$ cat src/rtl/led_cube_sched_pkg.sv
// Shared types and default constants for the LED cube playlist scheduler.
package led_cube_sched_pkg;

  localparam int unsigned FRAME_TICKS_DEF     = 1500000;
  localparam int unsigned FRAMES_PER_ANIM_DEF = 150;
  localparam int unsigned ANIM_W_DEF          = 3;
  localparam int unsigned LOOP_W_DEF          = 3;

  typedef enum logic [2:0] {
    IDLE,
    LOAD,
    RUN,
    WAIT_DONE,
    PAUSED
  } sched_state_t;

  typedef struct packed {
    logic                  valid;
    logic [ANIM_W_DEF-1:0] anim_id;
    logic [LOOP_W_DEF-1:0] loops;
  } slot_t;

endpackage

$ cat src/rtl/led_cube_next_slot.sv
// Rotating find-first-valid: probes slots start, start+1, ... circularly,
// so passing cur_slot+1 visits cur_slot itself last.
module led_cube_next_slot #(
  parameter int unsigned NUM_SLOTS = 8,
  localparam int unsigned IW = $clog2(NUM_SLOTS)
) (
  input  logic [NUM_SLOTS-1:0] valid_vec,
  input  logic [IW-1:0]        start,
  output logic                 found,
  output logic [IW-1:0]        index
);

  logic [IW-1:0] probe;

  // First valid slot at or after start, wrapping modulo NUM_SLOTS.
  always_comb begin
    found = 1'b0;
    index = '0;
    probe = '0;
    for (int unsigned k = 0; k < NUM_SLOTS; k++) begin
      probe = start + IW'(k);
      if (!found && valid_vec[probe]) begin
        found = 1'b1;
        index = probe;
      end
    end
  end

endmodule

$ cat src/rtl/led_cube_playlist_scheduler.sv
// Playlist sequencer for the LED cube: steps frames of the selected
// animation at a fixed tick period, repeats each slot loops+1 times and
// moves on to the next valid playlist slot.
module led_cube_playlist_scheduler
  import led_cube_sched_pkg::*;
#(
  parameter int unsigned NUM_SLOTS       = 8,
  parameter int unsigned FRAME_TICKS     = FRAME_TICKS_DEF,
  parameter int unsigned FRAMES_PER_ANIM = FRAMES_PER_ANIM_DEF,
  parameter int unsigned ANIM_W          = ANIM_W_DEF,
  parameter int unsigned LOOP_W          = LOOP_W_DEF
) (
  input  logic                         clk,
  input  logic                         rst_n,
  input  logic                         cfg_we,
  input  logic [$clog2(NUM_SLOTS)-1:0] cfg_addr,
  input  logic                         cfg_valid,
  input  logic [ANIM_W-1:0]            cfg_anim,
  input  logic [LOOP_W-1:0]            cfg_loops,
  input  logic                         play,
  input  logic                         stop,
  input  logic                         pause,
  input  logic                         frame_done,
  output logic                         frame_start,
  output logic [7:0]                   frame_index,
  output logic [ANIM_W-1:0]            anim_sel,
  output logic                         playing,
  output logic [$clog2(NUM_SLOTS)-1:0] cur_slot,
  output logic                         overrun,
  output logic                         empty_err
);

  localparam int unsigned SW = $clog2(NUM_SLOTS);
  localparam int unsigned TW = $clog2(FRAME_TICKS);
  localparam logic [TW-1:0] TIMER_LAST = TW'(FRAME_TICKS - 1);
  localparam logic [7:0]    FRAME_LAST = 8'(FRAMES_PER_ANIM - 1);

  sched_state_t state, state_d;

  slot_t          slots [NUM_SLOTS];
  logic [NUM_SLOTS-1:0] valid_vec;

  logic [SW-1:0]     search_start, next_idx, load_slot, load_slot_d;
  logic              next_found;
  logic [LOOP_W-1:0] loops_q, loops_q_d, loop_cnt, loop_cnt_d;
  logic [TW-1:0]     timer, timer_d;
  logic [7:0]        frame_index_d;
  logic [ANIM_W-1:0] anim_sel_d;
  logic [SW-1:0]     cur_slot_d;
  logic              done_seen, done_seen_d;
  logic              overrun_d, empty_err_d;
  logic              advance;

  // Playlist register file; writes are accepted in every state.
  always_ff @(posedge clk) begin
    if (!rst_n) begin
      for (int unsigned i = 0; i < NUM_SLOTS; i++) slots[i] <= '0;
    end else if (cfg_we) begin
      slots[cfg_addr] <= '{valid:   cfg_valid,
                           anim_id: ANIM_W_DEF'(cfg_anim),
                           loops:   LOOP_W_DEF'(cfg_loops)};
    end
  end

  // Gather the valid bits for the slot search.
  always_comb begin
    valid_vec = '0;
    for (int unsigned i = 0; i < NUM_SLOTS; i++) valid_vec[i] = slots[i].valid;
  end

  // IDLE searches inclusively from slot 0; otherwise search after cur_slot.
  assign search_start = (state == IDLE) ? '0 : cur_slot + SW'(1);

  led_cube_next_slot #(.NUM_SLOTS(NUM_SLOTS)) u_next_slot (
    .valid_vec (valid_vec),
    .start     (search_start),
    .found     (next_found),
    .index     (next_idx)
  );

  assign frame_start = (state == RUN) && (timer == '0) && !pause && !stop;
  assign playing     = (state != IDLE);

  // FSM state register.
  always_ff @(posedge clk) begin
    if (!rst_n) state <= IDLE;
    else        state <= state_d;
  end

  // Next-state and datapath update; stop overrides everything else.
  always_comb begin
    state_d       = state;
    anim_sel_d    = anim_sel;
    cur_slot_d    = cur_slot;
    loops_q_d     = loops_q;
    loop_cnt_d    = loop_cnt;
    frame_index_d = frame_index;
    timer_d       = timer;
    done_seen_d   = done_seen;
    overrun_d     = overrun;
    load_slot_d   = load_slot;
    empty_err_d   = 1'b0;
    advance       = 1'b0;

    if (stop) begin
      state_d       = IDLE;
      anim_sel_d    = '0;
      frame_index_d = '0;
      loop_cnt_d    = '0;
      timer_d       = '0;
      done_seen_d   = 1'b0;
    end else begin
      unique case (state)
        IDLE: begin
          if (play) begin
            overrun_d = 1'b0;
            if (next_found) begin
              state_d     = LOAD;
              load_slot_d = next_idx;
            end else begin
              empty_err_d = 1'b1;
            end
          end
        end
        LOAD: begin
          anim_sel_d    = ANIM_W'(slots[load_slot].anim_id);
          loops_q_d     = LOOP_W'(slots[load_slot].loops);
          cur_slot_d    = load_slot;
          frame_index_d = '0;
          loop_cnt_d    = '0;
          timer_d       = '0;
          done_seen_d   = 1'b0;
          state_d       = RUN;
        end
        RUN: begin
          if (pause) begin
            // frame_start is suppressed here, so any done pulse still counts.
            done_seen_d = done_seen | frame_done;
            state_d     = PAUSED;
          end else begin
            done_seen_d = frame_start ? 1'b0 : (done_seen | frame_done);
            if (timer == TIMER_LAST) begin
              if (done_seen || frame_done) begin
                advance = 1'b1;
              end else begin
                state_d   = WAIT_DONE;
                overrun_d = 1'b1;
              end
            end else begin
              timer_d = timer + TW'(1);
            end
          end
        end
        WAIT_DONE: begin
          if (frame_done) advance = 1'b1;
        end
        PAUSED: begin
          if (!pause) state_d = RUN;
        end
        default: state_d = IDLE;
      endcase

      if (advance) begin
        state_d     = RUN;
        timer_d     = '0;
        done_seen_d = 1'b0;
        if (frame_index == FRAME_LAST) begin
          frame_index_d = '0;
          if (loop_cnt == loops_q) begin
            if (next_found) begin
              state_d     = LOAD;
              load_slot_d = next_idx;
            end else begin
              state_d    = IDLE;
              anim_sel_d = '0;
            end
          end else begin
            loop_cnt_d = loop_cnt + LOOP_W'(1);
          end
        end else begin
          frame_index_d = frame_index + 8'd1;
        end
      end
    end
  end

  // Datapath registers.
  always_ff @(posedge clk) begin
    if (!rst_n) begin
      anim_sel    <= '0;
      cur_slot    <= '0;
      loops_q     <= '0;
      loop_cnt    <= '0;
      frame_index <= '0;
      timer       <= '0;
      done_seen   <= 1'b0;
      overrun     <= 1'b0;
      load_slot   <= '0;
      empty_err   <= 1'b0;
    end else begin
      anim_sel    <= anim_sel_d;
      cur_slot    <= cur_slot_d;
      loops_q     <= loops_q_d;
      loop_cnt    <= loop_cnt_d;
      frame_index <= frame_index_d;
      timer       <= timer_d;
      done_seen   <= done_seen_d;
      overrun     <= overrun_d;
      load_slot   <= load_slot_d;
      empty_err   <= empty_err_d;
    end
  end

endmodule

$ cat config.mk
export PLATFORM = sky130hd
export DESIGN_NAME = led_cube_playlist_scheduler
export DESIGN_NICKNAME = d
export VERILOG_FILES = /design/src/rtl/led_cube_sched_pkg.sv /design/src/rtl/led_cube_next_slot.sv /design/src/rtl/led_cube_playlist_scheduler.sv
export SDC_FILE = /design/constraint.sdc
export NUM_CORES = 1
export LEC_CHECK = 0
export CAP_MARGIN = 15
export CORE_MARGIN = 1
export CORE_UTILIZATION = 45
export DETAILED_ROUTE_END_ITERATION = 7
export GPL_TIMING_DRIVEN = 0
export REMOVE_ABC_BUFFERS = 1
export SLEW_MARGIN = 20
export SYNTH_ARGS = -nofsm -noshare
export SYNTH_HDL_FRONTEND = slang
export SYNTH_SLANG_ARGS = --single-unit
$ cat constraint.sdc
create_clock -name clk -period 5.4 [get_ports clk]
set_clock_uncertainty 0.1 [all_clocks]
set_input_delay 1.35 -clock clk [delete_from_list [all_inputs] [get_ports clk]]
set_output_delay 1.35 -clock clk [all_outputs]
set_load 0.05 [all_outputs]
# Word-level counts from Yosys, hierarchy flattened
# Memory sizes are Yosys's and may differ from the RTL's. A register that Yosys moved wholly into a read port is not among the register bits.
# Cells that the tools add are included.
# word_totals
out_inout_bits	18
ff_bits	50
mem_count	1
wordCells	178
ramBits	56
# mem_list
name	depth	width	rd	rd_clocked_by_memory_dff	write_ports	line_no	text
slots	8	7	9	1	8	led_cube_playlist_scheduler.sv:40	slot_t slots [NUM_SLOTS];
# op_classes
n_eq_ne	18
n_bitwise	5
n_reduce_logical	34
order_cmp	8
muxes	90
n_addsub	11
# op_table
op	count
$mux 3	35
$mux 21	2
$pmux 21 s2	1
$mux 1	34
$lt 3x4->1 const B	8
$bmux 1 s3	8
$mux 8	3
$add 21x1->21 const B	1
$eq 21x21->1 const B	1
$logic_not 21->1	1
$pmux 3 s5	1
$add 3x3->3 const B	4
$reduce_and 6->1	2
$logic_and 1x1->1	10
$ne 2x2->1 const B	5
$add 3x1->3 const B	3
$logic_not 1->1	9
$add 8x1->8 const B	1
$eq 8x8->1 const B	1
$mux 7	1
$reduce_or 7->1	1
$add 3x2->3 const B	2
$eq 3x2->1 const B	2
$ne 3x2->1 const B	2
other kinds (20)	28

# Longest topological paths before layout
# Gate-level depths: netlist (run 1).
# depth
depth_word	35
ltp_mapped	14

# Modules after synthesis
# Synthesis (run 1) repeated with hierarchy kept, for this count alone.
# unflattened
hier_cells	598
hier_area_um2	6316.1
# modules_own_cells
module	area_each_um2	instances	cells_each
led_cube_playlist_scheduler	5235.0	1	477
led_cube_next_slot	1081.0	1	121

# Worst setup path before layout (run 1)
# Ideal clock, no wire load.
# synth_timing
kind	input to output
startpoint	input port stop
endpoint	output port frame_start
path_buffers	1
t_arrival_ns	2.595
slack_ns	1.355
stages	4
path_cell_list	clkbuf_1 > nor4_1 > nand4_1 > nor2_1
# synth_via
elab_chain_len	2
# synth_lines
element	line_no	text
from (decl)	led_cube_playlist_scheduler.sv:21	input logic stop,
$logic_not 1->1	led_cube_playlist_scheduler.sv:81	assign frame_start = (state == RUN) && (timer == '0) && !pause && !stop;
$logic_and 1x1->1	led_cube_playlist_scheduler.sv:81	
to (decl)	led_cube_playlist_scheduler.sv:24	output logic frame_start,
# No other way between the ends.

# Worst setup path in the final report (run 1)
# Same ends and word-level chain as after synthesis.

==> flow_summary.ini, run 1 <==
[detailed_routing]
routed_via_density = 5.75
routedWlPerCell_um = 17.7
num_vias = 4488
dr.pass1.iters = 5
drt_wl_total_um = 13800
first_iter_violations = 422
ant_nets = 0
drcViolationCount = 0

[clock_tree]
path_clk_slew_ns = 0.07
clock-sinks = 109
cts_root_buffer = clkbuf_16
cts.htree.levels = 3
cts_tree = yes
clock_latency_ns = 0.36
clock_path_buffers = 2
cts_hold_buf = 0
cts_buffers = 9
cts_resized = 0
postCtsSetupBuffers = 0

[synth]
yosys_warnings = 0
synthFlopType = edfxtp_1
synth_edf_count = 56
yosysTopAreaCellShare_pct = 28.0
ys_seq_elements = 109
postSynthCellCount = 584
synth_compound_area_share_pct = 12.3
synthArstFlopShare_pct = 0
synth.cell_area_sq_mm = 0.00600
synth_top_cell_by_area = edfxtp_1
yosys.area_share.simple_pct = 24.3
synth-adder-area-share_pct = 1.46
yosys-top-cells-area = edfxtp_1 (28%), dfxtp_1 (18%), and2_1 (6.2%)
synth_top_family_by_area = simple AND/OR/NAND/NOR gates
synth_xor_area_share_pct = 4.30
muxShareOfSynthArea_pct = 8.91
synth-seq-area-share_pct = 45.7
synth.distinct_cells = 83
avgSynthCellArea_sq_um = 10.3

[cells_and_area]
synthToLayoutAreaGrowth_pct = 12.2
diodes = 0
final_core_util_pct = 52.5
final_layout_size_suffix_gt1_share_pct = 10.4
fin_area_sq_mm = 0.00673
multi_input_area_sq_mm = 0.00309
num-nets-final = 627
num-fill-cells = 1188
seq_area_sq_mm = 0.00274

[sta]
period_minus_slack_ns = 4.92
setup_ws_ns = 0.480
tns_ns = 0
rsz0062_at_grt = false
finalCritPeriodShare_pct = 91.1
tightest_slew_ns = 0.976
relSlewSlack_pct = 34.4
setup_viol = 0
fmax_ghz = 0.203
slew_violations = 0
hold_viol = 0

[place]
port_buffers = 34
detailed_place_hpwl_um = 9780
post_dp_cell_area_sq_mm = 0.00644
place.gp.congestion = 0.912
pre_cts_ws_ns = 0.461

[power]
ir_drop_mv = 0.167
power.internal_mw = 1.30
power_density_mw_per_mm2 = 258
pwr-share-clk_pct = 37.6
leakage_nw = 2.26
p_sw_share_pct = 25.3
comb_power_share_pct = 9.3
p_sw_mw = 0.439
seq_power_share_pct = 53.1

[flow_run]
maxCapViolations = 0

[global_route]
grt-ovfl-total = 0
grt_max_degree = 24
track_usage_pct = 20.9
grt_pass1_wl_um = 22800
grt_pass1_vias = 4301
antenna_found_initial = 0

[critical_path]
crit_path_max_incr_delay_ns = 0.83
cp.arrival_ns = 3.47
path_class = input port to output pin
setup.worst_path.end_class = output pin
cp_data_required_time_ns = 3.95
cp_slowest_cell = clkdlybuf4s50_1
crit_chain = clkdlybuf4s50_1, nor4_1, nand4_1, nor2_1, clkdlybuf4s50_1
startpoint_type = input port
cp_common_cell = clkdlybuf4s50_1
path_max_fanout = 9

[worst_hold_path]
hp-class = flop to flop

[floorplanning]
die_h_um = 117
die_w_um = 117
rows = 41
ios = 35
dieArea_sq_mm = 0.0138
core-area_sq_mm = 0.0128
start_util_pct = 46.8

[outcome]
status = finished, final reports clean
-- flip-flops by register name, summed over array words and instances, names as in the netlist, 3 cells and up, named ones only --
register,cells
anim_sel,3
cur_slot,3
frame_index,8
load_slot,3
loop_cnt,3
loops_q,3
slots,56
state,3
timer,21
-- cells by family after synthesis --
group                      Yosys count
and+or+nand+nor                    262
AOI/OAI and AO/OA                  105
xor gates and xnor gates            27
DFF                                109
muxes                               34
buffers and inverters               40
adders and majority gates            7
-- per-layer routing --
metal  vias up  global-route usage (%)  routed length [um]
met1      2192                    29.0                6560
met3        10                    3.75                 541
li1       2183                       -                   -
met2       103                    33.2                6540
met5         -                       0                   0
met4         0                    6.41                 173
-- power by group through the flow --
stage | logic, mW | registers, mW | clock network [mW]
after floorplan | 0.106 | 0.932 | 0
after global placement | 0.161 | 0.939 | 0
after detailed placement | 0.162 | 0.940 | 0
after CTS | 0.163 | 0.921 | 0.666
after global routing | 0.176 | 0.925 | 0.693
final | 0.162 | 0.921 | 0.652
-- critical path: cells and delay by family --
| family | cells | cell delay [ns] |
|---|---|---|
| buffers and inverters | 2 | 1.42 |
| AND/OR/NAND/NOR | 3 | 0.69 |
-- placed cells by master, fill, tap and decap left out, types with 5 or more instances in the layout --
master,n
a21oi_1,20
o21ai_1,8
nand2_1,40
clkdlybuf4s50_1,34
or3_1,7
mux4_2,14
and2_1,59
mux2i_1,14
ha_1,7
a211oi_1,6
and3_1,6
dfxtp_1,53
edfxtp_1,56
nand3_1,19
o21ai_0,18
inv_1,12
clkbuf_16,9
nor4_1,6
xor2_1,14
nor2_1,61
nor2b_1,8
mux2_2,5
xnor2_1,11
nand2b_1,9
nor3_1,8
nand4_1,7
-- cell usage after synthesis (7+ instances only) --
library cell / number
nor2_1: 61
and2_1: 59
edfxtp_1: 56
dfxtp_1: 53
nand2_1: 40
o21ai_0: 24
a21oi_1: 20
nand3_1: 19
mux2i_1: 14
mux4_2: 14
xor2_1: 14
clkbuf_1: 13
inv_1: 12
xnor2_1: 11
nand2b_1: 9
nor3_1: 9
nor2b_1: 8
buf_2: 7
ha_1: 7
nand4_1: 7
or3_1: 7
-- area by class of cell --
type,count,share of cell area [%]
Timing Repair Buffer,34,5.06
Inverter,14,0.781
Sequential cell,109,40.8
Tap cell,172,3.20
Clock buffer,9,3.35
Clock inverter,7,0.985
Multi-Input combinational cell,435,45.9
-- path summary, 6_finish.rpt --
check / start / endpoint / slack [ns] / cells past startpoint
max: stop / frame_start / 0.48 / 5
min: load_slot[0] / cur_slot[0] / 0.37 / 2
max reg2reg: cur_slot[0] / anim_sel[1] / 0.76 / 12
min reg2reg: load_slot[0] / cur_slot[0] / 0.37 / 2
-- stage by stage --
step | instances | hold slack [ns] | power, mW
detailed placement | 764 | 0.358 | 1.10
floorplan | 558 | 0.336 | 1.04
CTS | 780 | 0.367 | 1.75
finish | 780 | 0.371 | 1.73
global route | 780 | 0.418 | 1.79
global placement | 764 | 0.349 | 1.10
Note: power is estimated with default switching activity, not from simulation.
==> run 2, diff against run 1 <==
--- a/config.mk
+++ b/config.mk
@@ -5,9 +5,11 @@
 export SDC_FILE = /design/constraint.sdc
 export NUM_CORES = 1
 export LEC_CHECK = 0
+export ABC_AREA = 1
 export CAP_MARGIN = 15
 export CORE_MARGIN = 1
 export CORE_UTILIZATION = 45
+export CTS_BUF_LIST = sky130_fd_sc_hd__clkbuf_8
 export DETAILED_ROUTE_END_ITERATION = 7
 export GPL_TIMING_DRIVEN = 0
 export REMOVE_ABC_BUFFERS = 1
==> run 2 against run 1 <==
  * Combinational power rose by 110%
  * Setup slack improved by 0.014 ns
  * Hold slack improved by 0.00093 ns
  * Non-clock buffer count did not move
  * Wire length rose by 7.1%
  * Register-to-register slack improved by 1.2 ns
==> flow_summary.ini, run 2 <==
[outcome]
status = finished, final reports clean

[detailed_routing]
drt_wl_total_um = 14800
routed_via_density = 5.31
wl_met2_um = 7380
first_iter_violations = 413
wl_met1_um = 6640
num_vias = 5272
drcViolationCount = 0
wl_met3_um = 577
dr.pass1.iters = 5
top_layer = met4
ant_nets = 0
routedWlPerCell_um = 14.9

[synth]
synth_top_cell_by_area = edfxtp_1
ys_seq_elements = 109
synthArstFlopShare_pct = 0
synthFlopType = edfxtp_1
yosysTopAreaCellShare_pct = 28.2
postSynthCellCount = 789
synth-seq-area-share_pct = 46.0
synth_edf_count = 56
synth_common_cells = nand2_1 (156), nor2_1 (143), inv_1 (78)
yosys-top-cells-area = edfxtp_1 (28%), dfxtp_1 (18%), nand2_1 (9.8%)
synth.distinct_cells = 44
yosysMostFrequentCell = nand2_1
synth.cell_area_sq_mm = 0.00596
avgSynthCellArea_sq_um = 7.55
yosys_warnings = 0

[global_route]
grt_max_degree = 26
grt_pass1_vias = 4827
grt_pass1_wl_um = 24100
track_usage_pct = 23.2
antenna_found_initial = 0
grt-ovfl-total = 0

[sta]
setup_viol = 0
tightest_slew_ns = 0.771
fmax_ghz = 0.204
period_minus_slack_ns = 4.91
tns_ns = 0
slew_violations = 0
hold_viol = 0
relSlewSlack_pct = 48.2
setup_ws_ns = 0.495
rsz0062_at_grt = false
finalCritPeriodShare_pct = 90.8

[cells_and_area]
largest-register = slots
num-fill-cells = 1253
num-nets-final = 840
layout_common_cells = nand2_1 (156), nor2_1 (143), inv_1 (78)
synthToLayoutAreaGrowth_pct = 11.1
diodes = 0
final_common_cell = nand2_1
largest_reg_flops = 56
reg.largest.list = slots x56, timer x21, frame_index x8
final_layout_size_suffix_gt1_share_pct = 5.12

[power]
pwr-share-clk_pct = 28.5
p_sw_share_pct = 33.1
seq_power_share_pct = 52.3
p_sw_mw = 0.588
ir_drop_mv = 0.229
power_density_mw_per_mm2 = 268
leakage_nw = 2.59
power.internal_mw = 1.19
comb_power_share_pct = 19.2

[place]
detailed_place_hpwl_um = 11100
place.gp.congestion = 0.948
port_buffers = 34
pre_cts_ws_ns = 0.535

[worst_hold_path]
hp-class = flop to flop

[critical_path]
cp.arrival_ns = 3.46
path_max_fanout = 4
path_class = input port to output pin
startpoint_type = input port
setup.worst_path.end_class = output pin
cp_data_required_time_ns = 3.95

[floorplanning]
die_w_um = 117
rows = 41
core-area_sq_mm = 0.0128
start_util_pct = 46.7
ios = 35
die_h_um = 117
dieArea_sq_mm = 0.0137

[clock_tree]
cts_hold_buf = 0
path_clk_slew_ns = 0.11
clock_path_buffers = 2
cts_buffers = 9
clock_latency_ns = 0.41
postCtsSetupBuffers = 0
clock-sinks = 109
cts_resized = 0
cts_root_buffer = clkbuf_8
cts_tree = yes
cts.htree.levels = 3

[flow_run]
maxCapViolations = 0
## run 2: changes by cell type after synthesis, moves of 19 or more
cell and delta:
nor2_1 +82, nand3_1 +50, nand2_1 +116, nor3_1 +19
inv_1 +66, and2_1 -58
## run 2: worst paths after layout
kind,slack (ns),end,depth (start not counted),start
max,0.49,frame_start,7,stop
min,0.37,cur_slot[2],2,load_slot[2]
max reg2reg,1.92,state[0],16,state[1]
min reg2reg,0.37,cur_slot[2],2,load_slot[2]
## run 2: layer usage
layer | global-route usage [%] | vias to the layer above
met5 | 0 | -
met4 | 6.16 | 0
met3 | 4.69 | 14
met2 | 40.3 | 108
met1 | 29.3 | 2448
li1 | - | 2702
## run 2: per-stage QoR
| stage | instance area, sq um | utilization [%] | hold slack (ns) | instances | power (mW) |
|---|---|---|---|---|---|
| after global routing | 6620 | 51.8 | 0.384 | 993 | 1.86 |
| after floorplan | 5870 | - | 0.329 | 771 | 1.18 |
| after CTS | 6620 | 51.8 | 0.372 | 993 | 1.79 |
| final | 6620 | 51.8 | 0.372 | 993 | 1.78 |
| after global placement | 6430 | 50.3 | 0.347 | 977 | 1.28 |
| after detailed placement | 6430 | 50.3 | 0.356 | 977 | 1.29 |
## run 2: cells by family after synthesis
logic type      synth area share [%]
xor+xnor                        2.92
buf+inv                         6.91
simple gates                    32.9
flops                           46.0
fa+ha+maj                       1.47
compound gates                  9.80
## run 2: layout make-up
class	count	area (sq um)	share of cell area [%]
sequential	109	2740	41.4
timing repair buffer	34	340	5.14
clock inverter	7	72.6	1.10
multi-input combinational	576	2810	42.4
tap	172	215	3.25
inverter	86	323	4.87
clock buffer	9	124	1.87
## run 2: worst max-delay path: stages
cell and delay, ns:
clkdlybuf4s50_1 0.50, inv_1 0.12, nand2_1 0.07, nor4_1 0.33, nand4_1 0.17, inv_1 0.10
clkdlybuf4s50_1 0.80
## run 2: power by group through the flow
stage               clock (mW)  sequential, mW  combinational, mW
floorplan                    0           0.947              0.233
global placement             0           0.947              0.334
detailed placement           0           0.948              0.338
CTS                      0.516           0.929              0.339
global route             0.544           0.934              0.380
finish                   0.507           0.929              0.341
